$ cat src/rtl/parking_gate_scheduler_pkg.sv
// Shared encodings for the parking gate scheduler.
// Holds FSM state codes, lane codes and the default lot capacity.
package parking_pkg;

    localparam logic [1:0] IDLE  = 2'd0;
    localparam logic [1:0] GRANT = 2'd1;
    localparam logic [1:0] HOLD  = 2'd2;

    localparam logic LANE_ENTRY = 1'b0;
    localparam logic LANE_EXIT  = 1'b1;

    localparam int DEFAULT_CAPACITY = 8;

    typedef enum logic [1:0] {
        ST_IDLE  = IDLE,
        ST_GRANT = GRANT,
        ST_HOLD  = HOLD
    } state_e;

endpackage

$ cat src/rtl/parking_gate_scheduler_if.sv
// Lane-request / gate-status bundle of the parking gate scheduler.
// master: lane sensors (drive requests); slave: the scheduler.
interface parking_gate_scheduler_if #(
    parameter int CNT_W = 4
);
    logic             entry_req;
    logic             exit_req;
    logic             entry_grant;
    logic             exit_grant;
    logic             door_trigger;
    logic             reject;
    logic             busy;
    logic [CNT_W-1:0] occupancy;
    logic             full;
    logic             empty;

    modport master (
        output entry_req, exit_req,
        input  entry_grant, exit_grant, door_trigger,
        input  reject, busy, occupancy, full, empty
    );

    modport slave (
        input  entry_req, exit_req,
        output entry_grant, exit_grant, door_trigger,
        output reject, busy, occupancy, full, empty
    );
endinterface

$ cat src/rtl/parking_gate_scheduler_dwell_timer.sv
// Loadable down-counter that times the gate dwell.
// Ports: clk_40MHz, reset, load, load_val, done (count is zero).
module dwell_timer #(
    parameter int TMR_W = 20
) (
    input  logic             clk_40MHz,
    input  logic             reset,
    input  logic             load,
    input  logic [TMR_W-1:0] load_val,
    output logic             done
);

    logic [TMR_W-1:0] cnt_q, cnt_d;

    always_comb begin
        cnt_d = cnt_q;
        if (load) begin
            cnt_d = load_val;
        end else if (cnt_q != '0) begin
            cnt_d = cnt_q - TMR_W'(1);
        end
    end

    always_ff @(posedge clk_40MHz or posedge reset) begin
        if (reset) begin
            cnt_q <= '0;
        end else begin
            cnt_q <= cnt_d;
        end
    end

    assign done = (cnt_q == '0);

endmodule

$ cat src/rtl/parking_gate_scheduler.sv
// Arbitrates the shared gate between entry and exit lanes, tracks occupancy.
// Ports: clk_40MHz, reset, gate (slave bundle: requests in, pulses/status out).
module parking_gate_scheduler
    import parking_pkg::*;
#(
    parameter int CAPACITY     = DEFAULT_CAPACITY,
    parameter int CNT_W        = 4,
    parameter int DWELL_CYCLES = 1000,
    parameter int TMR_W        = 20
) (
    input  logic                    clk_40MHz,
    input  logic                    reset,
    parking_gate_scheduler_if.slave gate
);

    localparam logic [CNT_W-1:0] CAP_V = CNT_W'(CAPACITY);
    localparam logic [TMR_W-1:0] DWELL_LD = TMR_W'(DWELL_CYCLES - 1);

    state_e           state_q, state_d;
    logic [CNT_W-1:0] occ_q, occ_d;
    logic             last_q, last_d;
    logic             armed_q, armed_d;
    logic             entry_grant_q, entry_grant_d;
    logic             exit_grant_q, exit_grant_d;
    logic             trig_q, trig_d;
    logic             reject_q, reject_d;
    logic             busy_q, busy_d;
    logic             full_q, full_d;
    logic             empty_q, empty_d;

    logic tmr_load;
    logic tmr_done;
    logic entry_ok;
    logic exit_ok;

    // Eligibility uses the registered status, i.e. the pre-grant count.
    assign entry_ok = gate.entry_req && !full_q;
    assign exit_ok  = gate.exit_req && !empty_q;

    dwell_timer #(
        .TMR_W(TMR_W)
    ) u_dwell_timer (
        .clk_40MHz(clk_40MHz),
        .reset    (reset),
        .load     (tmr_load),
        .load_val (DWELL_LD),
        .done     (tmr_done)
    );

    always_comb begin
        state_d       = state_q;
        occ_d         = occ_q;
        last_d        = last_q;
        armed_d       = armed_q;
        entry_grant_d = 1'b0;
        exit_grant_d  = 1'b0;
        reject_d      = 1'b0;
        tmr_load      = 1'b0;

        // One reject per request: rearm once the entry request is seen low.
        if (!gate.entry_req) begin
            armed_d = 1'b1;
        end

        unique case (state_q)
            ST_IDLE: begin
                // On a tie the lane not served last wins.
                if (entry_ok && (!exit_ok || last_q == LANE_EXIT)) begin
                    entry_grant_d = 1'b1;
                    occ_d         = occ_q + CNT_W'(1);
                    last_d        = LANE_ENTRY;
                    state_d       = ST_GRANT;
                end else if (exit_ok) begin
                    exit_grant_d = 1'b1;
                    occ_d        = occ_q - CNT_W'(1);
                    last_d       = LANE_EXIT;
                    state_d      = ST_GRANT;
                end
                if (gate.entry_req && full_q && armed_q) begin
                    reject_d = 1'b1;
                    armed_d  = 1'b0;
                end
            end
            ST_GRANT: begin
                tmr_load = 1'b1;
                state_d  = ST_HOLD;
            end
            ST_HOLD: begin
                if (tmr_done) begin
                    state_d = ST_IDLE;
                end
            end
            default: begin
                state_d = ST_IDLE;
            end
        endcase

        trig_d  = entry_grant_d | exit_grant_d;
        busy_d  = (state_d != ST_IDLE);
        full_d  = (occ_d == CAP_V);
        empty_d = (occ_d == '0);
    end

    always_ff @(posedge clk_40MHz or posedge reset) begin
        if (reset) begin
            state_q       <= ST_IDLE;
            occ_q         <= '0;
            last_q        <= LANE_EXIT;
            armed_q       <= 1'b1;
            entry_grant_q <= 1'b0;
            exit_grant_q  <= 1'b0;
            trig_q        <= 1'b0;
            reject_q      <= 1'b0;
            busy_q        <= 1'b0;
            full_q        <= 1'b0;
            empty_q       <= 1'b1;
        end else begin
            state_q       <= state_d;
            occ_q         <= occ_d;
            last_q        <= last_d;
            armed_q       <= armed_d;
            entry_grant_q <= entry_grant_d;
            exit_grant_q  <= exit_grant_d;
            trig_q        <= trig_d;
            reject_q      <= reject_d;
            busy_q        <= busy_d;
            full_q        <= full_d;
            empty_q       <= empty_d;
        end
    end

    assign gate.entry_grant  = entry_grant_q;
    assign gate.exit_grant   = exit_grant_q;
    assign gate.door_trigger = trig_q;
    assign gate.reject       = reject_q;
    assign gate.busy         = busy_q;
    assign gate.occupancy    = occ_q;
    assign gate.full         = full_q;
    assign gate.empty        = empty_q;

endmodule

$ cat src/flat_wrapper.sv
// flat-port wrapper written by rule: the top's interface ports become plain ports
module parking_gate_scheduler_flat import parking_pkg::*;
#(
    parameter int CAPACITY     = DEFAULT_CAPACITY,
    parameter int CNT_W        = 4,
    parameter int DWELL_CYCLES = 1000,
    parameter int TMR_W        = 20
)
  (clk_40MHz, reset, gate_entry_req, gate_exit_req, gate_entry_grant, gate_exit_grant, gate_door_trigger, gate_reject, gate_busy, gate_occupancy, gate_full, gate_empty);
  parking_gate_scheduler_if #(.CNT_W(CNT_W)) gate_i ();
  input  logic clk_40MHz;
  input  logic reset;
  input wire logic [$bits(gate_i.entry_req)-1:0] gate_entry_req;
  input wire logic [$bits(gate_i.exit_req)-1:0] gate_exit_req;
  output wire logic [$bits(gate_i.entry_grant)-1:0] gate_entry_grant;
  output wire logic [$bits(gate_i.exit_grant)-1:0] gate_exit_grant;
  output wire logic [$bits(gate_i.door_trigger)-1:0] gate_door_trigger;
  output wire logic [$bits(gate_i.reject)-1:0] gate_reject;
  output wire logic [$bits(gate_i.busy)-1:0] gate_busy;
  output wire logic [$bits(gate_i.occupancy)-1:0] gate_occupancy;
  output wire logic [$bits(gate_i.full)-1:0] gate_full;
  output wire logic [$bits(gate_i.empty)-1:0] gate_empty;
  assign gate_i.entry_req = gate_entry_req;
  assign gate_i.exit_req = gate_exit_req;
  assign gate_entry_grant = gate_i.entry_grant;
  assign gate_exit_grant = gate_i.exit_grant;
  assign gate_door_trigger = gate_i.door_trigger;
  assign gate_reject = gate_i.reject;
  assign gate_busy = gate_i.busy;
  assign gate_occupancy = gate_i.occupancy;
  assign gate_full = gate_i.full;
  assign gate_empty = gate_i.empty;
  parking_gate_scheduler #(.CAPACITY(CAPACITY), .CNT_W(CNT_W), .DWELL_CYCLES(DWELL_CYCLES), .TMR_W(TMR_W)) u_core (.clk_40MHz(clk_40MHz), .reset(reset), .gate(gate_i));
endmodule
$ cat config.mk
export PLATFORM = sky130hd
export DESIGN_NAME = parking_gate_scheduler_flat
export DESIGN_NICKNAME = d
export VERILOG_FILES = /design/src/rtl/parking_gate_scheduler_pkg.sv /design/src/rtl/parking_gate_scheduler_if.sv /design/src/rtl/parking_gate_scheduler_dwell_timer.sv /design/src/rtl/parking_gate_scheduler.sv /design/src/flat_wrapper.sv
export SDC_FILE = /design/constraint.sdc
export NUM_CORES = 1
export LEC_CHECK = 0
export ABC_AREA = 1
export CAP_MARGIN = 20
export CORE_ASPECT_RATIO = 1.25
export CORE_UTILIZATION = 45
export DETAILED_ROUTE_END_ITERATION = 7
export SKIP_CTS_REPAIR_TIMING = 1
export SLEW_MARGIN = 40
export SYNTH_ARGS = -nofsm -noshare
export SYNTH_HDL_FRONTEND = slang
export SYNTH_SLANG_ARGS = --single-unit
$ cat constraint.sdc
create_clock -name clk_40MHz -period 1.9 [get_ports clk_40MHz]
set_clock_uncertainty 0.1 [all_clocks]
set_input_delay 0.38 -clock clk_40MHz [delete_from_list [all_inputs] [get_ports clk_40MHz]]
set_output_delay 0.38 -clock clk_40MHz [all_outputs]
set_load 0.03 [all_outputs]
==> run summary, run 1 <==
The kind of cell adding the most delay to the critical path was buffers and inverters. The synthesis warning total was 0. Setup repair after global routing left no endpoint under its margin.

The flow ran to the end, and the final reports show no timing, DRC or antenna violations. Global routing used 21.19% of the available tracks. The overall die area is 0.004598 mm^2, and the worst path arrival time is 1.35 ns.

The floorplan has 26 rows. The largest driver fanout on the critical path is 4, and the number of input and output port buffers inserted is 14. Dividing total power by cell area gives a power density of 1312 mW/mm^2. The number of synthesized register bits was 35; the via count of the first global-routing pass was 1570. The shortest clock period the worst path allows after layout came out at 1.828 ns. The sum of buffers and inverters on the critical path is 1, and the remaining routing DRC violations is 0.

Once the floorplan was initialized, standard cells occupied 47.15% of the core. The worst setup path is launched from a register. The slowest stage of the critical path belongs to the cell clkdlybuf4s50_1. The cell area that synthesis handed to floorplanning was 0.001948 mm^2.

Number of hold violations in the final report: 0. Yosys mapped a number of flops with a built-in enable equal to 0. The number of different library cells used by synthesis comes to 28. The peak supply drop is 0.8640 mV, and the remaining antenna violation count after routing is 0. In this run, the number of DRC markers left after iteration 0 of detailed routing was 55. Dividing the detail-routed via count by the number of cells gives 4.894. For this design the static power due to leakage is 0.001224 uW.

The first-pass GRT wire length came out at 7017 um. The detailed-route wire length was 4191 um. In the post-route analysis, the smallest setup slack over all paths is 0.07247 ns. 0 antenna diodes ended up in the layout. For the number of slew-limit violations in the final report, the log shows 0. The congestion estimate from routability-driven global placement came to 0.7946. The leftover overflow at the end of global routing is 0. Path category of the worst min-delay check: in -> async. The maximum number of pins on one net before global-route repair is 36, and the post-place instance area is 0.002242 mm^2.

TritonCTS built the clock tree. The detailed router placed 1664 vias in this run. The kind of critical path was reg -> out.

Detailed placement ended at an HPWL of 3075 um. For this run, the slowest stage of the critical path takes 0.68 ns. At the later pin of the worst-skew pair, clock insertion delay measures 0.29 ns. In the layout the commonest cells are nand2_1, nor2_1, inv_1, dfrtp_1, nand3_1. The width of the chip was 60.85 um. Average cell area after synthesis: 7.761 um^2.

The run gives 1.42 ns as the critical path required time. For the pre-CTS worst setup slack, the log shows -0.04174 ns. For this run, the leading register cell type out of synthesis is dfrtp_1.

The CTS clock-pin slew for the worst setup and hold paths was 0.08 ns; the maximum buffer depth of the clock tree was 2. The number of nets handed over by synthesis was 258. From synthesis to final layout, the design area changed by 20.30%. The slew at the pin closest to its max-slew limit works out to 0.5071 ns.

The signal on the critical path passes through clkdlybuf4s50_1. Summing the sequential cell areas from Yosys gives 45.15% of the chip area. The number of buffers inserted during clock tree synthesis was 5.

During I/O placement, the number of pins put on the boundary was 15. Measured along the y axis, the die boundary spans 75.56 um. The total area inside the core boundary comes to 0.004131 mm^2.

Count of TritonRoute iterations in the first routing pass: 4. The routed wire length per instance is 12.33 um. The overall power is 3074 uW, and the number of sinks on the clock net is 35. Portion of the clock cycle consumed by the worst path in the final layout: 96.19%. The number of antenna violations at the first check in global routing came out at 0.

The finished cells cover 0.002344 mm^2. The number of setup violations in the final report is 0, and the post-layout net count is 290. The share of flip-flops with an asynchronous set or reset was 100.0%. The library cell used most frequently in the layout, excluding fill and tap cells, is nand2_1.

Static timing analysis puts the maximum clock frequency at 547.2 MHz. In this run the tightest slew margin relative to its limit is 66.16%. The cell sitting at the root of the clock tree is a clkbuf_8. In the final layout, the share of cells above drive strength 1 is 15.14%.

The number of violations of the max-capacitance limit came out at 0. The level count of the clock H-tree came out at 2. Synthesis produced 251 cells.

The endpoint kind of the worst setup timing path is an output pin.
[stage by stage]
stage	hold slack (ns)	util (%)	TNS, ns	std cells
after floorplan	0.3492	-	0	251
after global placement	0.3746	54.27	-0.02614	332
after detailed placement	0.3785	54.27	-0.06369	332
after CTS	0.3400	56.48	-0.1010	340
after global routing	0.4086	56.72	0	340
final	0.3335	56.72	0	340
[sequential cells by signal, summed over array words and instances (netlist names)]
signal	flops
u_core.armed_q	1
u_core.gate.empty	1
u_core.u_dwell_timer.cnt_q	20
u_core.state_q	2
u_core.gate.busy	1
u_core.gate.full	1
u_core.gate.exit_grant	1
u_core.last_q	1
u_core.gate.reject	1
u_core.gate.occupancy	4
u_core.gate.entry_grant	1
u_core.gate.door_trigger	1
[layer usage]
| layer | global-route usage [%] | up-vias | wire length, um |
|---|---|---|---|
| met3 | 4.244 | 8 | 111 |
| met1 | 23.68 | 774 | 1754 |
| met2 | 38.46 | 29 | 2222 |
| li1 | - | 853 | - |
| met5 | 0 | - | 0 |
| met4 | 9.343 | 0 | 102 |
[cell usage after synthesis, types with 4 or more instances]
cell,instances,area share (%)
a21oi_1,5,1.3
nor2_4,4,2.3
nand3_1,24,6.2
nor3_1,4,1.0
nor2_1,46,8.9
xor2_1,5,2.2
dfrtp_1,32,41
nand2_1,52,10
nand4_1,8,2.6
inv_1,34,6.6
nor2_2,5,1.6
[area by class of cell]
type / count / area, um^2
inverter: 38 / 143.9
clock inverter: 1 / 5.005
fill: 410 / 1788
sequential: 35 / 879.6
tap: 56 / 70.07
clock buffer: 7 / 86.33
multi-input combinational: 175 / 890.9
timing repair buffer: 28 / 267.8
[power by group]
group	switching, uW	leakage (uW)	total, uW	internal [uW]
Combinational	841	0.000751	1400	558
Clock	274	0.0000482	567	293
Sequential	150	0.000425	1110	958
[worst paths after layout]
check / slack [ns] / startpoint / cells after the start / to
max: 0.07 / u_core.gate.occupancy[2] / 1 / gate_occupancy[2]
min: 0.33 / reset / 3 / u_core.u_dwell_timer.cnt_q[19]
max reg2reg: 0.13 / u_core.u_dwell_timer.cnt_q[0] / 9 / u_core.u_dwell_timer.cnt_q[17]
min reg2reg: 0.39 / u_core.last_q / 2 / u_core.last_q
max in group asynchronous: 1.12 / reset / 3 / u_core.last_q
min in group clk_40MHz: 0.39 / u_core.last_q / 2 / u_core.last_q
[cells by family after synthesis]
| logic type | synth area share (%) |
|---|---|
| compound gates | 4.624 |
| simple gates | 36.48 |
| fa+ha+maj | 1.927 |
| flops | 45.15 |
| buf+inv | 9.120 |
| xor+xnor | 2.697 |
No activity file was read; power rests on OpenSTA's default activity.
==> inputs of run 2 (changes only) <==
==> constraint.sdc (replaced) <==
create_clock -name clk_40MHz -period 2.05 [get_ports clk_40MHz]
set_clock_uncertainty 0.1 [all_clocks]
set_input_delay 0.41 -clock clk_40MHz [delete_from_list [all_inputs] [get_ports clk_40MHz]]
set_output_delay 0.41 -clock clk_40MHz [all_outputs]
set_load 0.03 [all_outputs]
==> run summary, run 2 (synthesized netlist as in run 1, its figures left out) <==
In the layout the commonest cells are nand2_1, nor2_1, inv_1, dfrtp_1, nand3_1. For the post-place instance area, the log shows 0.002170 mm^2 (-3.2%). Level count of the clock H-tree: 2 (unchanged). The top-level port count was 15 (unchanged); the number of violations of the max-capacitance limit was 0 (unchanged). The vertical die dimension is 75.56 um (unchanged), and the clock latency at the later pin of the worst-skew pair is 0.28 ns (about the same).

Leftover overflow at the end of global routing: 0 (unchanged). The startpoint kind of the worst setup timing path is a register. The overall via count from detail_route was 1590 (-4.4%). The run gives 4 (unchanged) as the count of TritonRoute iterations in the first routing pass. The path category of the worst min-delay check is reg -> reg.

The layout overhead on the synthesized area was 16.06%. The overall routing resource usage was 21.55% (+0.36 points). Traced cell by cell, the critical path runs through clkdlybuf4s50_1. The first-pass GRT wire length was 7107 um (+1.3%); the maximum buffer depth of the clock tree was 2 (unchanged). The mean number of vias per cell came out at 4.789 (-2.1%). Setup repair after global routing left no endpoint under its margin. The critical path required time is 1.54 ns (+0.12 ns), and the global placer's final weighted congestion is 0.7954 (+0.10%). The via count of the first global-routing pass came out at 1586 (+1.0%).

The flow ran to the end, and the final reports show no timing, DRC or antenna violations. The total internal power was 1606 uW (-11%); the area of all placed cells without fillers was 0.002261 mm^2 (-3.5%). The static leakage was 0.001129 uW (-7.8%); the routed wire length per instance was 12.37 um (+0.38%). The library cell used most frequently in the layout, excluding fill and tap cells, is nand2_1.

In this design, the largest share of critical-path delay is due to buffers and inverters. The worst path in the final design needs a cycle of 2.002 ns, including I/O delays and setup. The run gives 0 (unchanged) as the remaining antenna violation count after routing. The run gives 47.15% (unchanged) as the starting density of the core. The worst setup path is of the reg -> out kind. The number of input and output port buffers inserted was 14 (unchanged). The number of antenna violations at the first check in global routing was 0 (unchanged); the overall power was 2747 uW (-11%). The tools report the proportion of power drawn by flip-flops and latches as 37.6% (+1.5 points). The width of the chip works out to 60.85 um (unchanged). STA classifies the critical path endpoint as an output pin.

The portion of the clock cycle consumed by the worst path in the final layout was 97.66%. HPWL after detailed placement: 3079 um (+0.10%). The run gives 1.49 ns (+0.14 ns) as the worst path arrival time.

The number of placement rows is 26 (unchanged), and the number of slew-limit violations in the final report is 0 (unchanged). The CTS clock-pin slew for the worst setup and hold paths was 0.07 ns (about the same); the detailed-route wire length was 4108 um (-2.0%). The tools report the final hold slack as 0.3958 ns (+0.06233 ns). Overall die area: 0.004598 mm^2 (unchanged).

More flip-flops sit in one register than any other, and that register is u_core.u_dwell_timer.cnt_q. Number of buffers inserted during clock tree synthesis: 5 (unchanged). The library cell contributing the largest single delay on the critical path is clkdlybuf4s50_1.

The logs give 282 (-2.8%) for the post-layout net count and 0.7968 mV (-7.8%) for the peak supply drop. The tools report the timing-limited maximum frequency as 499.5 MHz. The stage delay of the slowest cell on the critical path was 0.67 ns (about the same). The tools report the clock tree root driver cell as clkbuf_8.

The area of the core came out at 0.004131 mm^2 (unchanged). The logs give 18.3% (about the same) for the clock group share of total power and 0 (unchanged) for the number of hold violations in the final report. The tools report the max-slew headroom at the worst pin as 65.03% (-1.1 points). The remaining routing DRC violations was 0 (unchanged); the core occupancy in the finished layout was 54.72% (-2.0 points). The tools report the multi-input combinational cell area as 890.9 um^2 (unchanged). The violation count after the first detailed-route iteration is 74 (+35%), and the number of sinks on the clock net is 35 (unchanged). The run gives 36 (unchanged) as the maximum number of pins on one net before global-route repair. The sum of buffers and inverters on the critical path is 1 (unchanged), and the slew at the pin closest to its max-slew limit is 0.5240 ns (+0.01687 ns). TritonCTS built the clock tree.

The proportion of power drawn by combinational gates came out at 44.1% (-1.4 points). The switching share of power was 41.52% (+0.36 points); the combined flip-flop and latch cell area was 879.6 um^2 (unchanged). The number of flip-flops under the largest register name works out to 20 (unchanged).

The number of setup violations in the final report was 0 (unchanged); the final sum of negative setup slack was 0 ns (unchanged). The number of diodes added for antenna fixing was 0 (unchanged). The run gives 1141 uW (-9.9%) as the power spent charging and discharging nets. The number of filler cells placed in the layout was 427 (+4.1%); the ratio of cells with drive above 1 in the final layout was 12.68% (-2.5 points). The power per standard cell area works out to 1215 mW/mm^2 (-7.4%). The largest driver fanout on the critical path came out at 3 (-1).
[run 2: cell types whose count changed in the layout (fill, tap and decap cells not counted), sizes merged]
cell | previous run | this run
dlymetal6s2s | 4 | 0
clkdlybuf4s50 | 10 | 14
buf | 14 | 6
[run 2: routing by layer]
metal / global-route usage, % / vias to the layer above / wire [um]
met1: 24.57 / 717 / 1753
met3: 3.905 / 8 / 127
li1: - / 837 / -
met5: 0 / - / 0
met4: 7.828 / 0 / 78
met2: 39.68 / 28 / 2148
[run 2: area by class of cell]
class,count,area share (%)
multi-input combinational,175,39.40
sequential,35,38.90
timing repair buffer,20,8.190
inverter,38,6.364
clock buffer,7,3.818
tap,56,3.099
clock inverter,1,0.2214
[run 2: power groups by stage]
| stage | sequential (uW) | clock [uW] | combinational, uW |
|---|---|---|---|
| global route | 1060 | 555 | 1370 |
| global placement | 1050 | 0 | 1220 |
| floorplan | 1200 | 0 | 660 |
| detailed placement | 1050 | 0 | 1220 |
| CTS | 1040 | 523 | 1230 |
| finish | 1030 | 503 | 1210 |
[run 2: worst reg2reg max path: stages (launching register included)]
cell and delay [ns]:
dfrtp_1 0.39, inv_1 0.08, ha_1 0.18, nand2_2 0.07, clkinv_2 0.08, nand2_4 0.06, nor2_4 0.16, nand2_4 0.11
nor2_4 0.29, nor3_1 0.11
[run 2: final timing paths]
path	startpoint	cells past startpoint	to	slack, ns
setup / recovery	u_core.gate.empty	1	gate_empty	0.05
hold reg to reg	u_core.u_dwell_timer.cnt_q[0]	2	u_core.u_dwell_timer.cnt_q[0]	0.40
setup reg to reg	u_core.u_dwell_timer.cnt_q[0]	9	u_core.u_dwell_timer.cnt_q[14]	0.28
hold / removal	u_core.u_dwell_timer.cnt_q[0]	2	u_core.u_dwell_timer.cnt_q[0]	0.40
min in group asynchronous	reset	3	u_core.u_dwell_timer.cnt_q[16]	0.42
max in group asynchronous	reset	3	u_core.last_q	1.07
[run 2: per-stage QoR]
| stage | worst slack [ns] | instances |
|---|---|---|
| global placement | 0.06383 | 324 |
| detailed placement | 0.03625 | 324 |
| global route | 0.01543 | 332 |
| floorplan | 0.3531 | 251 |
| CTS | 0.03262 | 332 |
| finish | 0.04800 | 332 |
==> inputs of run 3 (changes only) <==
--- a/config.mk
+++ b/config.mk
@@ -5,7 +5,6 @@
 export SDC_FILE = /design/constraint.sdc
 export NUM_CORES = 1
 export LEC_CHECK = 0
-export ABC_AREA = 1
 export CAP_MARGIN = 20
 export CORE_ASPECT_RATIO = 1.25
 export CORE_UTILIZATION = 45
==> run summary, run 3 <==
The average cell area after synthesis came out at 9.765 um^2 (+26%). By area the synthesized netlist is led by dfrtp_1, xor2_1, dfstp_2, nor2_1, nand2_1. Number of input and output port buffers inserted: 14 (unchanged). Leading register cell type out of synthesis: dfrtp_1. The leftover overflow at the end of global routing was 0 (unchanged).

The number of violations of the max-capacitance limit came out at 0 (unchanged). The register with the most flip-flops was u_core.u_dwell_timer.cnt_q. The portion of the post-synthesis area used by sequential elements was 51.77% (+6.6 points).

The number of flip-flops under the largest register name was 20 (unchanged); the mean number of vias per cell was 5.483 (+14%). The final critical-path setup slack is -0.08407 ns (-0.1321 ns). The number of sinks on the clock net came out at 35 (unchanged). For the pre-CTS worst setup slack, the log shows -0.1336 ns (-0.1699 ns). The run gives 0.002196 mm^2 (-2.9%) as the area of all placed cells without fillers.

The count of TritonRoute iterations in the first routing pass was 4 (unchanged); the shortest clock period the worst path allows after layout was 2.134 ns (+0.1321 ns). The tools report the number of antenna violations at the first check in global routing as 0 (unchanged). The tools report the peak supply drop as 0.7694 mV (-3.4%). The tools report the synthesized netlist net count as 181 (-30%).

The cell count of the worst reg-to-reg path came out at 4 (-5). The vertical die dimension was 70.70 um (-6.4%). By count the netlist is led by dfrtp_1, nor2_1, nand2_1. The tools report the synthesis warning total as 0 (unchanged).

For the critical path required time, the log shows 2.17 ns (+0.63 ns). The number of unique standard cell types used by synthesis was 35 (+25%). The logs give 0.0009498 uW (-16%) for the static leakage and 2709 um (-12%) for the HPWL after detailed placement.

Cell type contributing the most total cell area after synthesis: dfrtp_1. The share of flip-flops with an asynchronous set or reset is 100.0% (unchanged), and the combined flip-flop and latch cell area is 879.6 um^2 (unchanged). The endpoint kind of the worst setup timing path is a register. The run gives 0 (unchanged) as the remaining antenna violation count after routing. The number of synthesized register bits is 35 (unchanged). Leaving out fill and tap cells, the most frequent cell in the layout is dfrtp_1. The portion of the clock cycle consumed by the worst path in the final layout is 104.1% (+6.4 points). In the layout the commonest cells are dfrtp_1, buf_4, nor2_1, nand2_1, clkdlybuf4s50_1.

The number of diodes added for antenna fixing came out at 0 (unchanged). Width of the chip: 56.96 um (-6.4%). The logs give 6423 um (-9.6%) for the first-pass GRT wire length and 2.25 ns (+0.76 ns) for the worst path arrival time.

The power per standard cell area came out at 1265 mW/mm^2 (+4.1%). Setup repair after global routing could not meet its margin everywhere. Number of setup violations in the final report: 3 (+3). For the number of slew-limit violations in the final report, the log shows 0 (unchanged).

The endpoint of the most critical register-to-register path is u_core.u_dwell_timer.cnt_q[16]. The tools report the launch point of the worst reg-to-reg path as u_core.u_dwell_timer.cnt_q[4]. Core occupancy in the finished layout: 61.97% (+7.2 points). In this run the worst hold path is classified as reg -> reg. The ratio of cells with drive above 1 in the final layout works out to 21.36% (+8.7 points). The number of standard cells after synthesis is 174 (-31%). Number of synthesized flops with an enable pin: 0 (unchanged). The post-place instance area came out at 0.002072 mm^2 (-4.5%).

The max-slew headroom at the worst pin was 69.25% (+4.2 points); the proportion of netlist area held by the largest area contributor was 47.13% (+6.0 points). The overall routing resource usage is 21.03% (-0.52 points), and the area of the core is 0.003543 mm^2 (-14%). Relative to the synthesized area, the layout overhead comes to 29.23%. The tools report the top-level port count as 15 (unchanged). The cell area after technology mapping is 0.001699 mm^2 (-13%), and the slew at the pin closest to its max-slew limit is 0.4572 ns (-0.06678 ns). The logs give 2 (unchanged) for the maximum buffer depth of the clock tree and 47.95% (+0.80 points) for the starting density of the core.

The final reports fail on negative setup slack. For the post-layout net count, the log shows 226 (-20%). The logs give 1455 (-8.3%) for the via count of the first global-routing pass and 1420 (-11%) for the overall via count from detail_route.

The tools report the number of hold violations in the final report as 0 (unchanged). The number of placement rows was 24 (-7.7%); the maximum number of pins on one net before global-route repair was 36 (unchanged). Clock latency at the later pin of the worst-skew pair: 0.29 ns (about the same).

The kind of critical path is reg -> reg. The run gives 3763 um (-8.4%) as the detailed-route wire length. The timing-limited maximum frequency is 468.6 MHz (-6.2%).

The logs give 0.8283 (+4.1%) for the global placer's final weighted congestion and 65 (-12%) for the violation count after the first detailed-route iteration. The critical path starts at u_core.u_dwell_timer.cnt_q[4]. Among all cell types in the netlist, the one instantiated most often is dfrtp_1. The routed wire length per instance is 14.53 um (+17%). The critical path ends at u_core.u_dwell_timer.cnt_q[16]. TritonCTS built the clock tree. The worst setup path is launched from a register. The flow ran to the end, but the final reports show violations.

The clock tree root driver cell was clkbuf_8. The number of filler cells placed in the layout is 324 (-24%), and the setup slack on the worst flop-to-flop path is -0.08 ns (-0.36 ns). The CTS clock-pin slew for the worst setup and hold paths is 0.07 ns (about the same), and the largest driver fanout on the critical path is 5 (+2). The level count of the clock H-tree is 2 (unchanged). The logs give 5 (unchanged) for the number of buffers inserted during clock tree synthesis and 0 (unchanged) for the remaining routing DRC violations. The overall die area came out at 0.004027 mm^2 (-12%). Multi-input combinational cell area: 813.3 um^2 (-8.7%).
run 3: changes by cell type after synthesis, sizes merged, moves of 6 or more:
cell,before,now
nor2,55,19
xor2,5,11
nand2,56,17
nand3,24,7
o21ai,3,12
nand4,8,2
or4,0,6
nand2b,0,7
inv,37,7
run 3: worst min path at each step:
| stage | startpoint | end | slack [ns] | cells past startpoint |
|---|---|---|---|---|
| after floorplan | u_core.armed_q | u_core.armed_q | 0.34 | 2 |
| after CTS | u_core.armed_q | u_core.armed_q | 0.37 | 2 |
| after global placement | u_core.armed_q | u_core.armed_q | 0.35 | 2 |
| final | u_core.armed_q | u_core.armed_q | 0.36 | 2 |
| after detailed placement | u_core.armed_q | u_core.armed_q | 0.36 | 2 |
| after global routing | u_core.armed_q | u_core.armed_q | 0.38 | 2 |
run 3: kinds of logic (layout without fill, tap and decap cells):
logic type | count (synthesis) | in the layout | share of synthesized area (%)
buffers and inverters | 10 | 56 | 2.209
xor gates and xnor gates | 14 | 14 | 7.217
muxes | 1 | 1 | 0.5891
adders and majority gates | 3 | 3 | 2.209
and+or+nand+nor | 81 | 81 | 25.33
DFF | 35 | 35 | 51.77
AOI/OAI and AO/OA | 30 | 30 | 10.68
run 3: worst max-delay path, cell delays in order (launching register included):
cell and delay (ns):
dfrtp_1 0.38, or4_4 0.56, or4_4 0.43, or4_1 0.47, a21oi_1 0.14
run 3: where the power goes:
part | switching [uW] | internal [uW] | total [uW]
registers | 155 | 901 | 1060
clock network | 240 | 238 | 478
logic | 668 | 575 | 1240
run 3: per-layer routing:
metal,up-vias,share of wire [%],global-route usage [%]
met5,-,0,0
met4,0,1.7,8.943
met3,5,2.1,4.570
met2,17,56,39.48
met1,700,40,22.20
li1,698,-,-
run 3: through the flow:
stage,cells,total power (uW),TNS (ns),hold WS [ns]
3_5_place_dp,250,2303,-0.3300,0.3585
2_1_floorplan,174,1753,-0.05222,0.3389
4_1_cts,258,2789,-0.1691,0.3683
6_report,259,2777,-0.1398,0.3605
5_1_grt,259,2938,-1.672,0.3768
3_3_place_gp,250,2270,-0.1747,0.3486
run 3: final cells by class:
cell class / instances / area share [%]
inverters: 7 / 1.197
clock inverters: 1 / 0.2279
repair buffers: 41 / 15.78
multi-input cells: 129 / 37.04
clock buffers: 7 / 3.476
flip-flops and latches: 35 / 40.06
well taps: 39 / 2.222
